**src/rtl/mips_ctrl_pkg.sv**
```systemverilog
// Shared encodings for the multicycle MIPS main control: states, opcodes,
// ALUOp and mux selects, plus the bundled control word.
package mips_ctrl_pkg;

    localparam logic [3:0] S_FETCH  = 4'd0;
    localparam logic [3:0] S_DECODE = 4'd1;
    localparam logic [3:0] S_MEMADR = 4'd2;
    localparam logic [3:0] S_MEMRD  = 4'd3;
    localparam logic [3:0] S_MEMWB  = 4'd4;
    localparam logic [3:0] S_MEMWR  = 4'd5;
    localparam logic [3:0] S_RTEX   = 4'd6;
    localparam logic [3:0] S_RTWB   = 4'd7;
    localparam logic [3:0] S_BEQEX  = 4'd8;
    localparam logic [3:0] S_JEX    = 4'd9;
    localparam logic [3:0] S_ADDIWB = 4'd10;

    localparam logic [5:0] OP_RTYPE = 6'b000000;
    localparam logic [5:0] OP_J     = 6'b000010;
    localparam logic [5:0] OP_BEQ   = 6'b000100;
    localparam logic [5:0] OP_ADDI  = 6'b001000;
    localparam logic [5:0] OP_LW    = 6'b100011;
    localparam logic [5:0] OP_SW    = 6'b101011;

    localparam logic [1:0] ALU_ADD   = 2'b00;
    localparam logic [1:0] ALU_SUB   = 2'b01;
    localparam logic [1:0] ALU_FUNCT = 2'b10;

    localparam logic [1:0] SRCB_B       = 2'b00;
    localparam logic [1:0] SRCB_FOUR    = 2'b01;
    localparam logic [1:0] SRCB_IMM     = 2'b10;
    localparam logic [1:0] SRCB_IMM_SH2 = 2'b11;

    localparam logic [1:0] PCS_ALU    = 2'b00;
    localparam logic [1:0] PCS_ALUOUT = 2'b01;
    localparam logic [1:0] PCS_JUMP   = 2'b10;

    typedef struct packed {
        logic       pc_write;
        logic       pc_write_cond;
        logic       i_or_d;
        logic       mem_read;
        logic       mem_write;
        logic       ir_write;
        logic       mem_to_reg;
        logic       reg_write;
        logic       reg_dst;
        logic       alu_src_a;
        logic [1:0] alu_src_b;
        logic [1:0] alu_op;
        logic [1:0] pc_source;
    } ctrl_t;

    function automatic logic is_supported(input logic [5:0] op);
        return (op == OP_LW) || (op == OP_SW) || (op == OP_RTYPE) ||
               (op == OP_BEQ) || (op == OP_J) || (op == OP_ADDI);
    endfunction

endpackage

```
**src/rtl/mips_multicycle_control_if.sv**
```systemverilog
// Control bundle between the main control FSM (master) and the datapath (slave).
interface mips_ctrl_if;
    logic [5:0] opcode;
    logic       pc_write;
    logic       pc_write_cond;
    logic       i_or_d;
    logic       mem_read;
    logic       mem_write;
    logic       ir_write;
    logic       mem_to_reg;
    logic       reg_write;
    logic       reg_dst;
    logic       alu_src_a;
    logic [1:0] alu_src_b;
    logic [1:0] alu_op;
    logic [1:0] pc_source;
    logic       illegal_op;
    logic [3:0] state;

    modport master (
        input  opcode,
        output pc_write, pc_write_cond, i_or_d, mem_read, mem_write, ir_write,
               mem_to_reg, reg_write, reg_dst, alu_src_a, alu_src_b, alu_op,
               pc_source, illegal_op, state
    );

    modport slave (
        output opcode,
        input  pc_write, pc_write_cond, i_or_d, mem_read, mem_write, ir_write,
               mem_to_reg, reg_write, reg_dst, alu_src_a, alu_src_b, alu_op,
               pc_source, illegal_op, state
    );
endinterface

```
**src/rtl/mips_ctrl_outdec.sv**
```systemverilog
// Moore output decode: control word as a pure function of the FSM state.
module mips_ctrl_outdec
    import mips_ctrl_pkg::*;
(
    input  logic [3:0] state,
    output ctrl_t      ctrl
);
    always_comb begin
        ctrl = '0;
        case (state)
            S_FETCH: begin
                ctrl.mem_read  = 1'b1;
                ctrl.ir_write  = 1'b1;
                ctrl.alu_src_b = SRCB_FOUR;
                ctrl.alu_op    = ALU_ADD;
                ctrl.pc_write  = 1'b1;
                ctrl.pc_source = PCS_ALU;
            end
            S_DECODE: begin
                ctrl.alu_src_b = SRCB_IMM_SH2;
                ctrl.alu_op    = ALU_ADD;
            end
            S_MEMADR: begin
                ctrl.alu_src_a = 1'b1;
                ctrl.alu_src_b = SRCB_IMM;
                ctrl.alu_op    = ALU_ADD;
            end
            S_MEMRD: begin
                ctrl.mem_read = 1'b1;
                ctrl.i_or_d   = 1'b1;
            end
            S_MEMWB: begin
                ctrl.reg_write  = 1'b1;
                ctrl.mem_to_reg = 1'b1;
            end
            S_MEMWR: begin
                ctrl.mem_write = 1'b1;
                ctrl.i_or_d    = 1'b1;
            end
            S_RTEX: begin
                ctrl.alu_src_a = 1'b1;
                ctrl.alu_src_b = SRCB_B;
                ctrl.alu_op    = ALU_FUNCT;
            end
            S_RTWB: begin
                ctrl.reg_write = 1'b1;
                ctrl.reg_dst   = 1'b1;
            end
            S_BEQEX: begin
                ctrl.alu_src_a     = 1'b1;
                ctrl.alu_src_b     = SRCB_B;
                ctrl.alu_op        = ALU_SUB;
                ctrl.pc_write_cond = 1'b1;
                ctrl.pc_source     = PCS_ALUOUT;
            end
            S_JEX: begin
                ctrl.pc_write  = 1'b1;
                ctrl.pc_source = PCS_JUMP;
            end
            S_ADDIWB: begin
                ctrl.reg_write = 1'b1;
            end
            default: ctrl = '0;
        endcase
    end
endmodule

```
**src/rtl/mips_multicycle_control.sv**
```systemverilog
// Main control FSM for the multicycle MIPS datapath: state register,
// next-state logic and reset gating of the decoded controls.
//
// state      | meaning
// -----------+------------------------------------------------
// FETCH  (0) | read instruction, load IR, PC <= PC + 4
// DECODE (1) | precompute branch target, dispatch on opcode
// MEMADR (2) | effective address / ADDI sum
// MEMRD  (3) | data memory read at ALUOut
// MEMWB  (4) | MDR -> rt
// MEMWR  (5) | data memory write at ALUOut
// RTEX   (6) | R-type ALU operation
// RTWB   (7) | ALUOut -> rd
// BEQEX  (8) | compare, conditional PC load
// JEX    (9) | jump
// ADDIWB (10)| ALUOut -> rt
module mips_multicycle_control
    import mips_ctrl_pkg::*;
(
    input  logic        clk,
    input  logic        reset,
    mips_ctrl_if.master bus
);
    logic [3:0] state_q;
    logic [3:0] state_d;
    logic [3:0] dec_state;
    ctrl_t      dec;
    logic       strobe_en;

    always_ff @(posedge clk) begin
        if (reset) state_q <= S_FETCH;
        else       state_q <= state_d;
    end

    always_comb begin
        state_d = S_FETCH;
        case (state_q)
            S_FETCH:  state_d = S_DECODE;
            S_DECODE: begin
                case (bus.opcode)
                    OP_LW, OP_SW, OP_ADDI: state_d = S_MEMADR;
                    OP_RTYPE:              state_d = S_RTEX;
                    OP_BEQ:                state_d = S_BEQEX;
                    OP_J:                  state_d = S_JEX;
                    default:               state_d = S_FETCH;
                endcase
            end
            S_MEMADR: begin
                case (bus.opcode)
                    OP_LW:   state_d = S_MEMRD;
                    OP_SW:   state_d = S_MEMWR;
                    OP_ADDI: state_d = S_ADDIWB;
                    default: state_d = S_FETCH;
                endcase
            end
            S_MEMRD:  state_d = S_MEMWB;
            S_RTEX:   state_d = S_RTWB;
            default:  state_d = S_FETCH;
        endcase
    end

    // During reset the mux selects already present the FETCH setup while
    // every strobe is held off, so an interrupted instruction cannot write.
    assign dec_state = reset ? S_FETCH : state_q;
    assign strobe_en = ~reset;

    mips_ctrl_outdec u_outdec (
        .state (dec_state),
        .ctrl  (dec)
    );

    assign bus.pc_write      = dec.pc_write      & strobe_en;
    assign bus.pc_write_cond = dec.pc_write_cond & strobe_en;
    assign bus.mem_read      = dec.mem_read      & strobe_en;
    assign bus.mem_write     = dec.mem_write     & strobe_en;
    assign bus.ir_write      = dec.ir_write      & strobe_en;
    assign bus.reg_write     = dec.reg_write     & strobe_en;
    assign bus.i_or_d        = dec.i_or_d;
    assign bus.mem_to_reg    = dec.mem_to_reg;
    assign bus.reg_dst       = dec.reg_dst;
    assign bus.alu_src_a     = dec.alu_src_a;
    assign bus.alu_src_b     = dec.alu_src_b;
    assign bus.alu_op        = dec.alu_op;
    assign bus.pc_source     = dec.pc_source;
    assign bus.illegal_op    = strobe_en & (state_q == S_DECODE) & ~is_supported(bus.opcode);
    assign bus.state         = state_q;
endmodule
```
**src/flat_wrapper.sv**
```systemverilog
// flat-port wrapper written by rule: the top's interface ports become plain ports
module mips_multicycle_control_flat import mips_ctrl_pkg::*;
  (clk, reset, bus_opcode, bus_pc_write, bus_pc_write_cond, bus_i_or_d, bus_mem_read, bus_mem_write, bus_ir_write, bus_mem_to_reg, bus_reg_write, bus_reg_dst, bus_alu_src_a, bus_alu_src_b, bus_alu_op, bus_pc_source, bus_illegal_op, bus_state);
  mips_ctrl_if bus_i ();
  input  logic clk;
  input  logic reset;
  input wire logic [$bits(bus_i.opcode)-1:0] bus_opcode;
  output wire logic [$bits(bus_i.pc_write)-1:0] bus_pc_write;
  output wire logic [$bits(bus_i.pc_write_cond)-1:0] bus_pc_write_cond;
  output wire logic [$bits(bus_i.i_or_d)-1:0] bus_i_or_d;
  output wire logic [$bits(bus_i.mem_read)-1:0] bus_mem_read;
  output wire logic [$bits(bus_i.mem_write)-1:0] bus_mem_write;
  output wire logic [$bits(bus_i.ir_write)-1:0] bus_ir_write;
  output wire logic [$bits(bus_i.mem_to_reg)-1:0] bus_mem_to_reg;
  output wire logic [$bits(bus_i.reg_write)-1:0] bus_reg_write;
  output wire logic [$bits(bus_i.reg_dst)-1:0] bus_reg_dst;
  output wire logic [$bits(bus_i.alu_src_a)-1:0] bus_alu_src_a;
  output wire logic [$bits(bus_i.alu_src_b)-1:0] bus_alu_src_b;
  output wire logic [$bits(bus_i.alu_op)-1:0] bus_alu_op;
  output wire logic [$bits(bus_i.pc_source)-1:0] bus_pc_source;
  output wire logic [$bits(bus_i.illegal_op)-1:0] bus_illegal_op;
  output wire logic [$bits(bus_i.state)-1:0] bus_state;
  assign bus_i.opcode = bus_opcode;
  assign bus_pc_write = bus_i.pc_write;
  assign bus_pc_write_cond = bus_i.pc_write_cond;
  assign bus_i_or_d = bus_i.i_or_d;
  assign bus_mem_read = bus_i.mem_read;
  assign bus_mem_write = bus_i.mem_write;
  assign bus_ir_write = bus_i.ir_write;
  assign bus_mem_to_reg = bus_i.mem_to_reg;
  assign bus_reg_write = bus_i.reg_write;
  assign bus_reg_dst = bus_i.reg_dst;
  assign bus_alu_src_a = bus_i.alu_src_a;
  assign bus_alu_src_b = bus_i.alu_src_b;
  assign bus_alu_op = bus_i.alu_op;
  assign bus_pc_source = bus_i.pc_source;
  assign bus_illegal_op = bus_i.illegal_op;
  assign bus_state = bus_i.state;
  mips_multicycle_control u_core (.clk(clk), .reset(reset), .bus(bus_i));
endmodule
```
**config.mk**
```make
export PLATFORM = sky130hd
export DESIGN_NAME = mips_multicycle_control_flat
export DESIGN_NICKNAME = d
export VERILOG_FILES = /design/src/rtl/mips_ctrl_pkg.sv /design/src/rtl/mips_multicycle_control_if.sv /design/src/rtl/mips_ctrl_outdec.sv /design/src/rtl/mips_multicycle_control.sv /design/src/flat_wrapper.sv
export SDC_FILE = /design/constraint.sdc
export NUM_CORES = 1
export LEC_CHECK = 0
export ABC_AREA = 0
export ABC_CLOCK_PERIOD_IN_PS = 2300
export CAP_MARGIN = 20
export CORE_UTILIZATION = 39
export DETAILED_ROUTE_END_ITERATION = 6
export PLACE_DENSITY = 0.84
export SLEW_MARGIN = 5
export SYNTH_ARGS = -nofsm -noshare
export SYNTH_HDL_FRONTEND = slang
export SYNTH_HIERARCHICAL = 1
export SYNTH_SLANG_ARGS = --single-unit
```
**constraint.sdc**
```tcl
create_clock -name clk -period 2.3 [get_ports clk]
set_clock_uncertainty 0.15 [all_clocks]
set_input_delay 0.46 -clock clk [delete_from_list [all_inputs] [get_ports clk]]
set_output_delay 0.46 -clock clk [all_outputs]
set_load 0.05 [all_outputs]
```
==> out/qor.log, run 1 <==
qor: synth.synth-compound-area-share 13.66%
qor: die.boundaryPins 29
qor: synth.synth.cell_area 595.6 um2
qor: synth.synth_largest_type_area_fraction 13.45%
qor: clock_network.post_cts_hold_buffer_count 0
qor: place.gp_congestion 0.7802
qor: synth.yosys-top-cells-area dfxtp_1 13%, nor2b_1 12%, nor3b_1 7.6%, nand2b_1 6.3%, nor3_1 5.9%
qor: place.dpl.hpwl 1928 um
qor: synth.yosys.area.top_type dfxtp_1
qor: synth.ys.warnings.count 6
qor: synth.synthesis.nets 87
qor: clock_network.clk_root_buffer_cell clkbuf_4
qor: synth.synth_cell_type_count 32
qor: die.std_cell_rows 13
qor: synth.synth.ff_latch_count 4
qor: place.numPortBuffers 28
qor: synth.synth_ff_type dfxtp_1
qor: grt.grt_start_max_net_pins 9
qor: run_status.run.stop_error [ERROR DPL-0038] Utilization greater than 100%, impossible to legalize
qor: synth.simple_gate_area_share_of_the_yosys_netlist 58.19%
qor: clock_network.tritoncts_num_sinks 4
qor: synth.avgSynthCellArea 7.539 um2
qor: clock_network.cts_max_path_buffers 2
qor: place.postPlaceCellArea 1256 um2
qor: sta.repair-timing-grt-worst-ep bus_mem_read
qor: synth.synth_common_cells 11 x nor2b_1, 7 x nor3_1, 6 x nand2b_1, 6 x nor3b_1, 5 x a21oi_1
qor: run_status.last-stage-reached global routing (5_1_grt)
qor: synth.dominant_combinational_cell_family_by_area_after_synthesis simple AND/OR/NAND/NOR gates
qor: die.fp.dieW 41.08 um
qor: synth.yosysSeqAreaShare 13.45%
qor: synth.adder_cell_area_share_of_the_yosys_netlist 0%
qor: die.initial_core_util 43.59%
qor: synth.synthCells 79
qor: clock_network.number_of_buffers_created_by_cts 3
qor: synth.synth.mux.area_fraction 0%
qor: synth.post_synth_xor_area_fraction 7.353%
qor: sta.worst_endpoint_kind output port
qor: synth.async_flop_share 0%
qor: synth.synth.most_common_cell nor2b_1
qor: run_status.status stopped before the end
qor: clock_network.htree_levels 1
qor: synth.synth_edf_count 0
qor: die.fp.dieH 41.08 um
==> through the flow <==
stage / setup TNS, ns / hold slack (ns) / instances / setup slack, ns
floorplan: -0.8543 / 0.4834 / 79 / -0.2991
global placement: -3.715 / 0.3912 / 141 / -0.3144
detailed placement: -4.680 / 0.4225 / 141 / -0.3608
CTS: 0 / 0.4409 / 147 / 0.006551
==> cell families after synthesis <==
logic type / count (synthesis)
AND/OR/NAND/NOR: 52
AO/OA/AOI/OAI: 11
buffers and inverters: 7
XOR/XNOR: 5
flip-flops: 4
==> repair_timing <==
item | in CTS
buffers inserted | 3
setup endpoints to repair | 17
gates resized for setup | 17
pin swaps | 3
==> inputs of run 2 (changes only) <==
--- a/config.mk
+++ b/config.mk
@@ -8,9 +8,10 @@
 export ABC_AREA = 0
 export ABC_CLOCK_PERIOD_IN_PS = 2300
 export CAP_MARGIN = 20
-export CORE_UTILIZATION = 39
+export CORE_AREA = 2 2 63 65
 export DETAILED_ROUTE_END_ITERATION = 6
-export PLACE_DENSITY = 0.84
+export DIE_AREA = 0 0 65 67
+export PLACE_DENSITY_LB_ADDON = 0.15
 export SLEW_MARGIN = 5
 export SYNTH_ARGS = -nofsm -noshare
 export SYNTH_HDL_FRONTEND = slang
==> run 2 against run 1 <==
Synthesized area unchanged. Synthesized cell count unchanged. The run now ends clean.
==> out/qor.log, run 2 <==
qor: clock_network.post_cts_hold_buffer_count 0
qor: final_layout.final_stage_net_count 142
qor: die.die_area 4355 um2
qor: die.core_area 3606 um2
qor: critical_path.slowest_delay 0.35 ns
qor: grt.global_route.usage.total 9.072%
qor: routing.detail_route.drc_violations 0
qor: synth.avgSynthCellArea 7.539 um2
qor: hold_path.timing.hold.worst.class register to register
qor: critical_path.critical_path.cell_chain dlygate4sd2_1 -> or3_4 -> a211oi_4 -> nor4b_2 -> bufbuf_16
qor: clock_network.htree_levels 1
qor: synth.synth.cell_area 595.6 um2
qor: place.dpl.hpwl 1546 um
qor: sta.hold_violations 0
qor: critical_path.worst_setup_path_start_kind primary input
qor: sta.report.final.setup_viol 0
qor: synth.synth_ff_type dfxtp_1
qor: pwr.design_power_total 363.5 uW
qor: pwr.pwr_density_cell 256.4 nW/um2
qor: clock_network.cts.clk_slew.worst_paths 0.03 ns
qor: final_layout.final_core_util 39.31%
qor: job.max-cap-violations 0
qor: grt.grt_start_max_net_pins 9
qor: clock_network.number_of_buffers_created_by_cts 3
qor: die.initial_core_util 16.52%
qor: die.std_cell_rows 22
qor: sta.finalSetupTns 0 ns
qor: critical_path.worst_path_max_delay_cell or3_4
qor: grt.number_of_global_route_vias_before_repair 771
qor: critical_path.crit_buf_inv 2
qor: synth.yosys.area.top_type dfxtp_1
qor: sta.min_period_over_period 98.01%
qor: sta.post-route-min-period 2.254 ns
qor: critical_path.critical_path_arrival 1.64 ns
qor: synth.synth_common_cells 11 x nor2b_1, 7 x nor3_1, 6 x nand2b_1, 6 x nor3b_1, 5 x a21oi_1
qor: clock_network.insertion_delay 0.21 ns
qor: final_layout.share_of_final_layout_standard_cells_stronger_than_drive_strength_1 60.61%
qor: synth.ys.warnings.count 6
qor: run_status.status complete, no violations
qor: die.fp.dieW 65 um
qor: clock_network.clk_root_buffer_cell clkbuf_8
qor: sta.fmax 0.4436 GHz
qor: place.numPortBuffers 28
qor: final_layout.most_frequent_cells_in_the_layout 31 x buf_4, 13 x buf_12, 6 x nor2b_1
qor: clock_network.cts_max_path_buffers 2
qor: critical_path.timing.critical_path.required 1.69 ns
qor: critical_path.worst_path_max_fanout 3
qor: synth.synth.most_common_cell nor2b_1
qor: die.boundaryPins 29
qor: routing.detail-route-antenna-nets 0
qor: sta.final_max_slew_viol_count 0
qor: synth.yosysSeqAreaShare 13.45%
qor: routing.routed-via-count 754
qor: synth.async_flop_share 0%
qor: pwr.total_leakage_power 0.5496 nW
qor: pwr.max-vdd-ir-drop 0.0004415 V
qor: sta.max_slew.worst_pin.slew 0.4963 ns
qor: routing.drt_iter0_markers 8
qor: critical_path.path_delay_family buffers and inverters
qor: synth.synth_largest_type_area_fraction 13.45%
qor: synth.synth_edf_count 0
qor: clock_network.cts_tree yes
qor: die.fp.dieH 67 um
qor: sta.slew-limit-headroom 66.81%
qor: synth.yosys-top-cells-area dfxtp_1 13%, nor2b_1 12%, nor3b_1 7.6%, nand2b_1 6.3%, nor3_1 5.9%
qor: final_layout.layout_commonest_cell buf_4
qor: clock_network.tritoncts_num_sinks 4
qor: routing.detail_route.wl_per_cell 10.51 um
qor: final_layout.area_delta_synth_final 138.0%
qor: synth.synthesis.nets 87
qor: place.gp_congestion 0.7724
qor: critical_path.cp-end-kind output pin
qor: grt.grt_antenna_before_repair 0
qor: critical_path.path_class primary input to output pin
qor: synth.synthCells 79
qor: synth.synth_cell_type_count 32
qor: routing.detail_route.vias_per_cell 4.189
qor: routing.first_drt_pass_iteration_count 2
qor: synth.synth.ff_latch_count 4
qor: final_layout.diodes_inserted 0
qor: final_layout.largest_reg_flops 4
qor: routing.drt-total-wl 1892 um
qor: grt.wire_length_of_the_first_global_routing_pass 3180 um
qor: grt.globalRouteOverflowTotal 0
[run 2: cell counts after synthesis]
No cell type changed its count.
[run 2: what timing repair did]
action | CTS | global route
pin swaps | 4 | 1
setup buffers | 1 | 0
setup endpoints to repair | 17 | 7
gates resized for setup | 14 | 6
gates cloned | 0 | 0
[run 2: kinds of logic after synthesis]
logic type / synth area share (%)
AOI/OAI and AO/OA: 13.66
xor gates and xnor gates: 7.354
buffers and inverters: 7.351
DFF: 13.45
and+or+nand+nor: 58.19
[run 2: layer usage]
layer	part of all wire [%]	routed length, um	track usage [%]	vias up
li1	-	-	-	380
met2	51	961	17.14	23
met3	6.3	119	2.703	0
met5	0	0	0	-
met1	43	812	10.05	351
met4	0	0	1.596	0
[run 2: power by group]
part / switching [mW] / internal (mW)
sequential: 0.00379 / 0.0721
clock: 0.0332 / 0.111
combinational: 0.0712 / 0.0719
[run 2: area by class of cell]
cell class / count / area [um2]
Tap cell: 48 / 60.06
Fill cell: 376 / 2188
Multi-Input combinational cell: 68 / 599.3
Inverter: 1 / 3.754
Clock buffer: 3 / 41.29
Sequential cell: 4 / 85.08
Timing Repair Buffer: 56 / 628.1
[run 2: through the flow]
stage               setup WS (ns)  cells  hold WS (ns)  instance area (um2)
floorplan                 -0.2991     79        0.4834                701.9
global placement          -0.3278    176        0.4077                 1325
detailed placement        -0.3523    176        0.4089                 1325
CTS                      0.007683    180        0.4197                 1398
global route             -0.01766    180        0.4635                 1418
finish                    0.04581    180        0.4131                 1418
[run 2: worst register-to-register path, cell delays in order (launching register included)]
cell	delay, ns
dfxtp_2	0.33
or2_4	0.28
nor4b_4	0.27
nand2_1	0.10
a41oi_2	0.20
[run 2: path summary, 6_finish.rpt]
kind	start	end	slack [ns]	depth (start not counted)
setup / recovery	bus_opcode[5]	bus_illegal_op	0.05	5
hold / removal	u_core/bus.state[3]$_SDFF_PP0_	u_core/bus.state[0]$_SDFF_PP0_	0.41	2
setup reg to reg	u_core/bus.state[3]$_SDFF_PP0_	u_core/bus.state[1]$_SDFF_PP0_	0.88	4
hold reg to reg	u_core/bus.state[3]$_SDFF_PP0_	u_core/bus.state[0]$_SDFF_PP0_	0.41	2
Power figures use the tool's default switching activity.
==> inputs of run 3 (changes only) <==
--- a/config.mk
+++ b/config.mk
@@ -7,7 +7,6 @@
 export LEC_CHECK = 0
 export ABC_AREA = 0
 export ABC_CLOCK_PERIOD_IN_PS = 2300
-export CAP_MARGIN = 20
 export CORE_AREA = 2 2 63 65
 export DETAILED_ROUTE_END_ITERATION = 6
 export DIE_AREA = 0 0 65 67
@@ -15,5 +14,4 @@
 export SLEW_MARGIN = 5
 export SYNTH_ARGS = -nofsm -noshare
 export SYNTH_HDL_FRONTEND = slang
-export SYNTH_HIERARCHICAL = 1
 export SYNTH_SLANG_ARGS = --single-unit
==> run 3 against run 2 <==
Via count is 6.9% lower. Register-to-register slack worse by 0.15 ns. Die area stayed put. First-iteration DRC count grew to 2.5 times the previous value. Non-clock buffer count is 11 lower. Critical endpoint unchanged.
==> out/qor.log, run 3 <==
qor: critical_path.critical_path.cell_chain clkdlybuf4s50_1 -> or3_4 -> nor3_2 -> buf_4 -> nor4_4 -> buf_12
qor: die.fp.dieW 65 um
qor: synth.ys.warnings.count 0
qor: final_layout.final_stage_net_count 123
qor: final_layout.finalNonFillerCells 161
qor: synth.synth_edf_count 0
qor: final_layout.share_of_final_layout_standard_cells_stronger_than_drive_strength_1 62.83%
qor: clock_network.cts.clk_slew.worst_paths 0.03 ns
qor: clock_network.post_cts_hold_buffer_count 0
qor: critical_path.worst_path_max_fanout 2
qor: critical_path.cp-end-kind output pin
qor: die.boundaryPins 29
qor: grt.wire_length_of_the_first_global_routing_pass 3387 um
qor: sta.rsz0062_at_grt yes
qor: synth.synth_largest_type_area_fraction 14.61%
qor: pwr.pwr_density_cell 287.8 nW/um2
qor: routing.drt_iter0_markers 20
qor: hold_path.timing.hold.worst.class register to register
qor: synth.yosys.area.top_type dfxtp_1
qor: routing.detail_route.vias_per_cell 4.360
qor: clock_network.insertion_delay 0.22 ns
qor: synth.synthCells 72
qor: sta.hold_violations 0
qor: grt.grt_antenna_before_repair 0
qor: die.initial_core_util 15.20%
qor: sta.post-route-min-period 2.278 ns
qor: synth.async_flop_share 0%
qor: grt.number_of_global_route_vias_before_repair 727
qor: synth.simple_gate_area_share_of_the_yosys_netlist 51.37%
qor: synth.post_synth_xor_area_fraction 3.196%
qor: synth.synth.ff_latch_count 4
qor: clock_network.clk_root_buffer_cell clkbuf_8
qor: die.die_area 4355 um2
qor: routing.detail_route.wl_per_cell 12.22 um
qor: critical_path.crit_buf_inv 3
qor: sta.slew-limit-headroom 76.12%
qor: die.std_cell_rows 22
qor: critical_path.path_delay_family buffers and inverters
qor: critical_path.slowest_delay 0.42 ns
qor: sta.max_slew.worst_pin.slew 0.3582 ns
qor: job.max-cap-violations 0
qor: grt.grt_start_max_net_pins 14
qor: synth.synthesis.nets 80
qor: sta.fmax 0.4390 GHz
qor: critical_path.path_class primary input to output pin
qor: synth.synth.most_common_cell nor3_1
qor: pwr.total_leakage_power 0.4673 nW
qor: routing.detail_route.drc_violations 0
qor: routing.first_drt_pass_iteration_count 4
qor: place.gp_congestion 0.7149
qor: synth.synth_cell_type_count 31
qor: clock_network.cts_tree yes
qor: final_layout.layout_commonest_cell buf_4
qor: routing.detail-route-antenna-nets 0
qor: sta.final_max_slew_viol_count 0
qor: place.place_inst 157
qor: critical_path.critical_path_arrival 1.67 ns
qor: run_status.status complete, no violations
qor: clock_network.number_of_buffers_created_by_cts 3
qor: synth.synth_ff_type dfxtp_1
qor: synth.yosysSeqAreaShare 14.61%
qor: sta.report.final.setup_viol 0
qor: routing.routed-via-count 702
qor: place.dpl.hpwl 1546 um
qor: sta.finalSetupTns 0 ns
qor: final_layout.most_frequent_cells_in_the_layout 19 x buf_4, 18 x buf_12
qor: clock_network.htree_levels 1
qor: synth.dominant_combinational_cell_family_by_area_after_synthesis simple AND/OR/NAND/NOR gates
qor: clock_network.cts_max_path_buffers 2
qor: synth.synth.mux.area_fraction 0%
qor: critical_path.timing.critical_path.required 1.69 ns
qor: die.core_area 3606 um2
qor: synth.adder_cell_area_share_of_the_yosys_netlist 0%
qor: final_layout.area_delta_synth_final 136.3%
qor: grt.global_route.usage.total 10.05%
qor: pwr.max-vdd-ir-drop 0.0002053 V
qor: place.numPortBuffers 28
qor: routing.drt-total-wl 1967 um
qor: synth.avgSynthCellArea 7.611 um2
qor: synth.yosys-top-cells-area dfxtp_1 15%, buf_6 10%, nor3_1 7.3%, nor2_1 4.8%, a21oi_1 4.6%
qor: final_layout.diodes_inserted 0
qor: synth.synth_common_cells 8 x nor3_1, 7 x nor2_1, 5 x a21oi_1, 5 x buf_6
qor: die.fp.dieH 67 um
qor: critical_path.worst_path_max_delay_cell clkdlybuf4s50_1
qor: synth.synth-compound-area-share 18.26%
qor: clock_network.tritoncts_num_sinks 4
qor: final_layout.largest_reg_flops 4
qor: critical_path.worst_setup_path_start_kind primary input
qor: grt.globalRouteOverflowTotal 0
qor: sta.min_period_over_period 99.05%
qor: synth.synth.cell_area 548.0 um2
run 3: cell types whose count changed in the layout (fill, tap and decap cells not counted), sizes merged, moves of 3 or more:
cell,delta
buf,-7
clkdlybuf4s50,-3
nor2,+3
nor2b,-11
nor3b,-5
nor4,+5
run 3: layout make-up:
type | count | area, um2
Clock buffer | 3 | 41.29
Fill cell | 376 | 2311
Multi-Input combinational cell | 61 | 526.8
Sequential cell | 4 | 85.08
Tap cell | 48 | 60.06
Timing Repair Buffer | 45 | 581.8
run 3: repair_timing:
item	in CTS	in global routing
endpoints found under the setup margin	9	6
gates resized for setup	6	4
buffers inserted	1	0
pin swaps	4	2
endpoints found under the hold margin	0	0
run 3: logic make-up (layout without fill, tap and decap cells):
logic type,after synthesis,after routing
AO/OA/AOI/OAI,14,14
flip-flops,4,4
buffers and inverters,7,48
XOR/XNOR,2,2
AND/OR/NAND/NOR,45,45
run 3: path summary, 6_finish.rpt:
path	startpoint	to	slack, ns	cells after the start
worst min-delay path	u_core.bus.state[1]$_SDFF_PP0_	u_core.bus.state[0]$_SDFF_PP0_	0.47	1
worst max-delay path	bus_opcode[4]	bus_illegal_op	0.02	6
worst min register to register	u_core.bus.state[1]$_SDFF_PP0_	u_core.bus.state[0]$_SDFF_PP0_	0.47	1
worst max register to register	u_core.bus.state[0]$_SDFF_PP0_	u_core.bus.state[0]$_SDFF_PP0_	0.73	4
run 3: layer usage:
metal	GRT usage [%]	vias up	share of wire, %
li1	-	354	-
met1	12.02	328	46
met2	17.53	20	49
met3	3.041	0	5.5
met4	2.394	0	0
met5	0	-	0
run 3: power by group:
part,total [mW],internal (mW),switching (mW)
clock,0.146,0.111,0.0347
combinational,0.146,0.0705,0.0752
sequential,0.0809,0.0721,0.00884
run 3: worst register-to-register path, delay by kind of cell, from the launching register on:
family / cells / cell delay (ns)
flip-flops: 1 / 0.54
AO/OA/AOI/OAI: 1 / 0.26
AND/OR/NAND/NOR: 3 / 0.53
run 3: metrics by stage:
step	utilization, %	power, mW	hold WS [ns]	setup WS (ns)	cell area (um2)
2_1_floorplan	-	0.1628	0.4796	-0.07756	669.4
3_3_place_gp	34.21	0.2272	0.5478	-0.1529	1234
3_5_place_dp	34.21	0.2283	0.5347	-0.1917	1234
4_1_cts	35.60	0.3801	0.5439	-0.06196	1284
5_1_grt	35.91	0.3943	0.5184	-0.04691	1295
6_report	35.91	0.3727	0.4732	0.02185	1295
==> patch, RTL diff (settings of run 3) <==
Reset style: asynchronous (`reset`), changed in one clocked block.
--- a/src/rtl/mips_multicycle_control.sv
+++ b/src/rtl/mips_multicycle_control.sv
@@ -27,7 +27,7 @@
     ctrl_t      dec;
     logic       strobe_en;
 
-    always_ff @(posedge clk) begin
+    always_ff @(posedge clk or posedge reset) begin
         if (reset) state_q <= S_FETCH;
         else       state_q <= state_d;
     end
Function: differs if reset is asserted again (counterexample within 4 cycles, from zero or initial values and one cycle with reset high); with reset held inactive, the same outputs for 10 cycles.
==> patch against run 3 <==
  * Design area up 2.6%
  * Critical path depth down 2
  * Highest routed layer is now met4
  * Largest cell class is now multi-input gates
  * Wire length up 2.9%
  * Area after synthesis up 5.5%
  * Sequential cell count unchanged
  * Core utilization up 0.94 points
  * Setup slack better by 0.069 ns
Power is not compared: it rests on default switching activity, and its combinational part moved more than twofold at a synthesized area within 25%.
==> patch: results (changes against run 3) <==
| Metric | Value |
|---|---|
| Outcome | `complete, no violations` |
| Peak VDD IR | `0.251 mV` |
| Max FFs per register | `4 (unchanged)` |
| 1st-iter DRT viols | `27 (+35%)` |
| Type of the worst min-delay path | `input pin to async pin` |
| GP Congestion | `0.748 (+4.6%)` |
| Sw Ratio | `0.457` |
| Initial antenna violation count | `0 (unchanged)` |
| Synth top area cells | `dfrtp_1, buf_2, nor3_1` |
| Via density per instance | `4.41 (+1.2%)` |
| CTS Root Cell | `clkbuf_8` |
| Share of layout cells above drive strength 1 | `0.605 (-0.0233)` |
| Mapped Nets | `83 (+3.8%)` |
| Filler instances | `381 (+1.3%)` |
| Port Buf Inserts | `28 (unchanged)` |
| Number of global-route vias before repair | `727 (unchanged)` |
| Post-synth cell types | `37 (+19%)` |
| Ys Warns | `0 (unchanged)` |
| GRT Total Usage | `0.101 (+0.000428)` |
| CP max-delay cell | `dfrtp_2` |
| CTS Buffer Depth | `2 (unchanged)` |
| CP Data Arrival Time | `1.60 ns (-0.07 ns)` |
| Layout Nets | `129 (+4.9%)` |
| Drt total wl | `2030 µm (+2.9%)` |
| Post-Syn Instances | `75 (+4.2%)` |
| DP Cell Count | `164 (+4.5%)` |
| Max FO, Critical Path | `13 (+11)` |
| Clk slew on worst S/H paths | `0.03 ns (about the same)` |
| FFs w/ async S/R, synth | `1.00 (+1.00)` |
| Latest clock arrival within the worst-skew pair | `0.22 ns (about the same)` |
| HPWL Detailed | `1650 µm (+6.6%)` |
| Lkg Pwr | `0.507 nW` |
| Detailed-router iteration count before antenna repair | `4 (unchanged)` |
| Total number of vias | `737 (+5.0%)` |
| First-pass GRT wire length | `3390 µm (unchanged)` |
| Largest net degree at the start of global routing | `14 (unchanged)` |
| H-tree depth reported by CTS | `1 (unchanged)` |
| ANT cells | `0 (unchanged)` |
| CP delay by family, top | `simple AND/OR/NAND/NOR gates` |
| CP max stage delay | `0.49 ns (+0.07 ns)` |
| Worst slew pin tran | `0.332 ns (-0.0263 ns)` |
| Cell Area, Placed | `0.00126 mm² (+2.3%)` |
| CTS Buf Count | `3 (unchanged)` |
| Most frequent cells after synthesis | `buf_2, nor2_1, nor3_1` |
| Sequential share of the synthesized area | `0.173 (+0.0270)` |
| Post-CTS Setup Repair Bufs | `0 (-1)` |
| Total gr overflow | `0 (unchanged)` |
## patch: changes by cell type in the layout (fill, tap and decap cells not counted), sizes merged, moves of 3 or more
cell	run 3	this run
inv	0	3
dfxtp	4	0
dfrtp	0	4
buf	38	41
nor2b	0	3
## patch: layout make-up
class / instances / area, µm² / area share
repair buffers: 48 / 549 / 0.413
well taps: 48 / 60.1 / 0.0452
multi-input cells: 61 / 562 / 0.423
clock buffers: 3 / 41.3 / 0.0311
flip-flops and latches: 4 / 105 / 0.0791
inverters: 3 / 11.3 / 0.00847
## patch: through the flow
stage,util,setup WS (ns),hold slack (ns)
6_report,0.368,0.0910,0.374
5_1_grt,0.368,0.00424,0.384
4_1_cts,0.365,0.0170,0.376
3_5_place_dp,0.350,-0.0601,0.539
3_3_place_gp,0.350,-0.0722,0.529
2_1_floorplan,-,-0.161,0.254
## patch: power by group through the flow
| stage | clock [mW] | combinational (mW) | sequential, mW |
|---|---|---|---|
| floorplan | 0 | 0.335 | 0.135 |
| global placement | 0 | 0.571 | 0.125 |
| detailed placement | 0 | 0.571 | 0.124 |
| CTS | 0.153 | 0.571 | 0.125 |
| global route | 0.158 | 0.602 | 0.128 |
| finish | 0.151 | 0.575 | 0.122 |
## patch: per-layer routing
| metal | vias to the layer above | GRT usage | wire (µm) |
|---|---|---|---|
| met4 | 0 | 0.0479 | 29 |
| met1 | 336 | 0.126 | 809 |
| met3 | 4 | 0.00676 | 111 |
| li1 | 370 | - | - |
| met2 | 27 | 0.177 | 1070 |
| met5 | - | 0 | 0 |
## patch: path summary, 6_finish.rpt
path	endpoint	slack (ns)	start	depth (start not counted)
worst min register to register	u_core.bus.state[0]$_DFF_PP0_	0.53	u_core.bus.state[1]$_DFF_PP0_	1
min in group clk	u_core.bus.state[0]$_DFF_PP0_	0.53	u_core.bus.state[1]$_DFF_PP0_	1
max in group asynchronous	u_core.bus.state[0]$_DFF_PP0_	1.51	reset	4
worst max register to register	u_core.bus.state[3]$_DFF_PP0_	0.61	u_core.bus.state[3]$_DFF_PP0_	4
worst max-delay path	bus_pc_write	0.09	u_core.bus.state[1]$_DFF_PP0_	4
worst min-delay path	u_core.bus.state[3]$_DFF_PP0_	0.37	reset	4
## patch: kinds of logic (layout without fill, tap and decap cells)
kind of cell,Yosys count,count (layout),synth area share
simple gates,43,43,0.474
compound gates,13,13,0.180
buf+inv,10,54,0.0909
flops,4,4,0.173
xor+xnor,3,3,0.0455
mux,2,2,0.0368
## patch: timing repair
item	CTS	global route
endpoints found under the hold margin	0	0
resized for setup	10	2
pin swaps	1	1
endpoints found under the setup margin	5	2
## patch: worst min-delay path, delay by kind of cell
kind | cells | cell delay, ns
buf+inv | 4 | 0.61
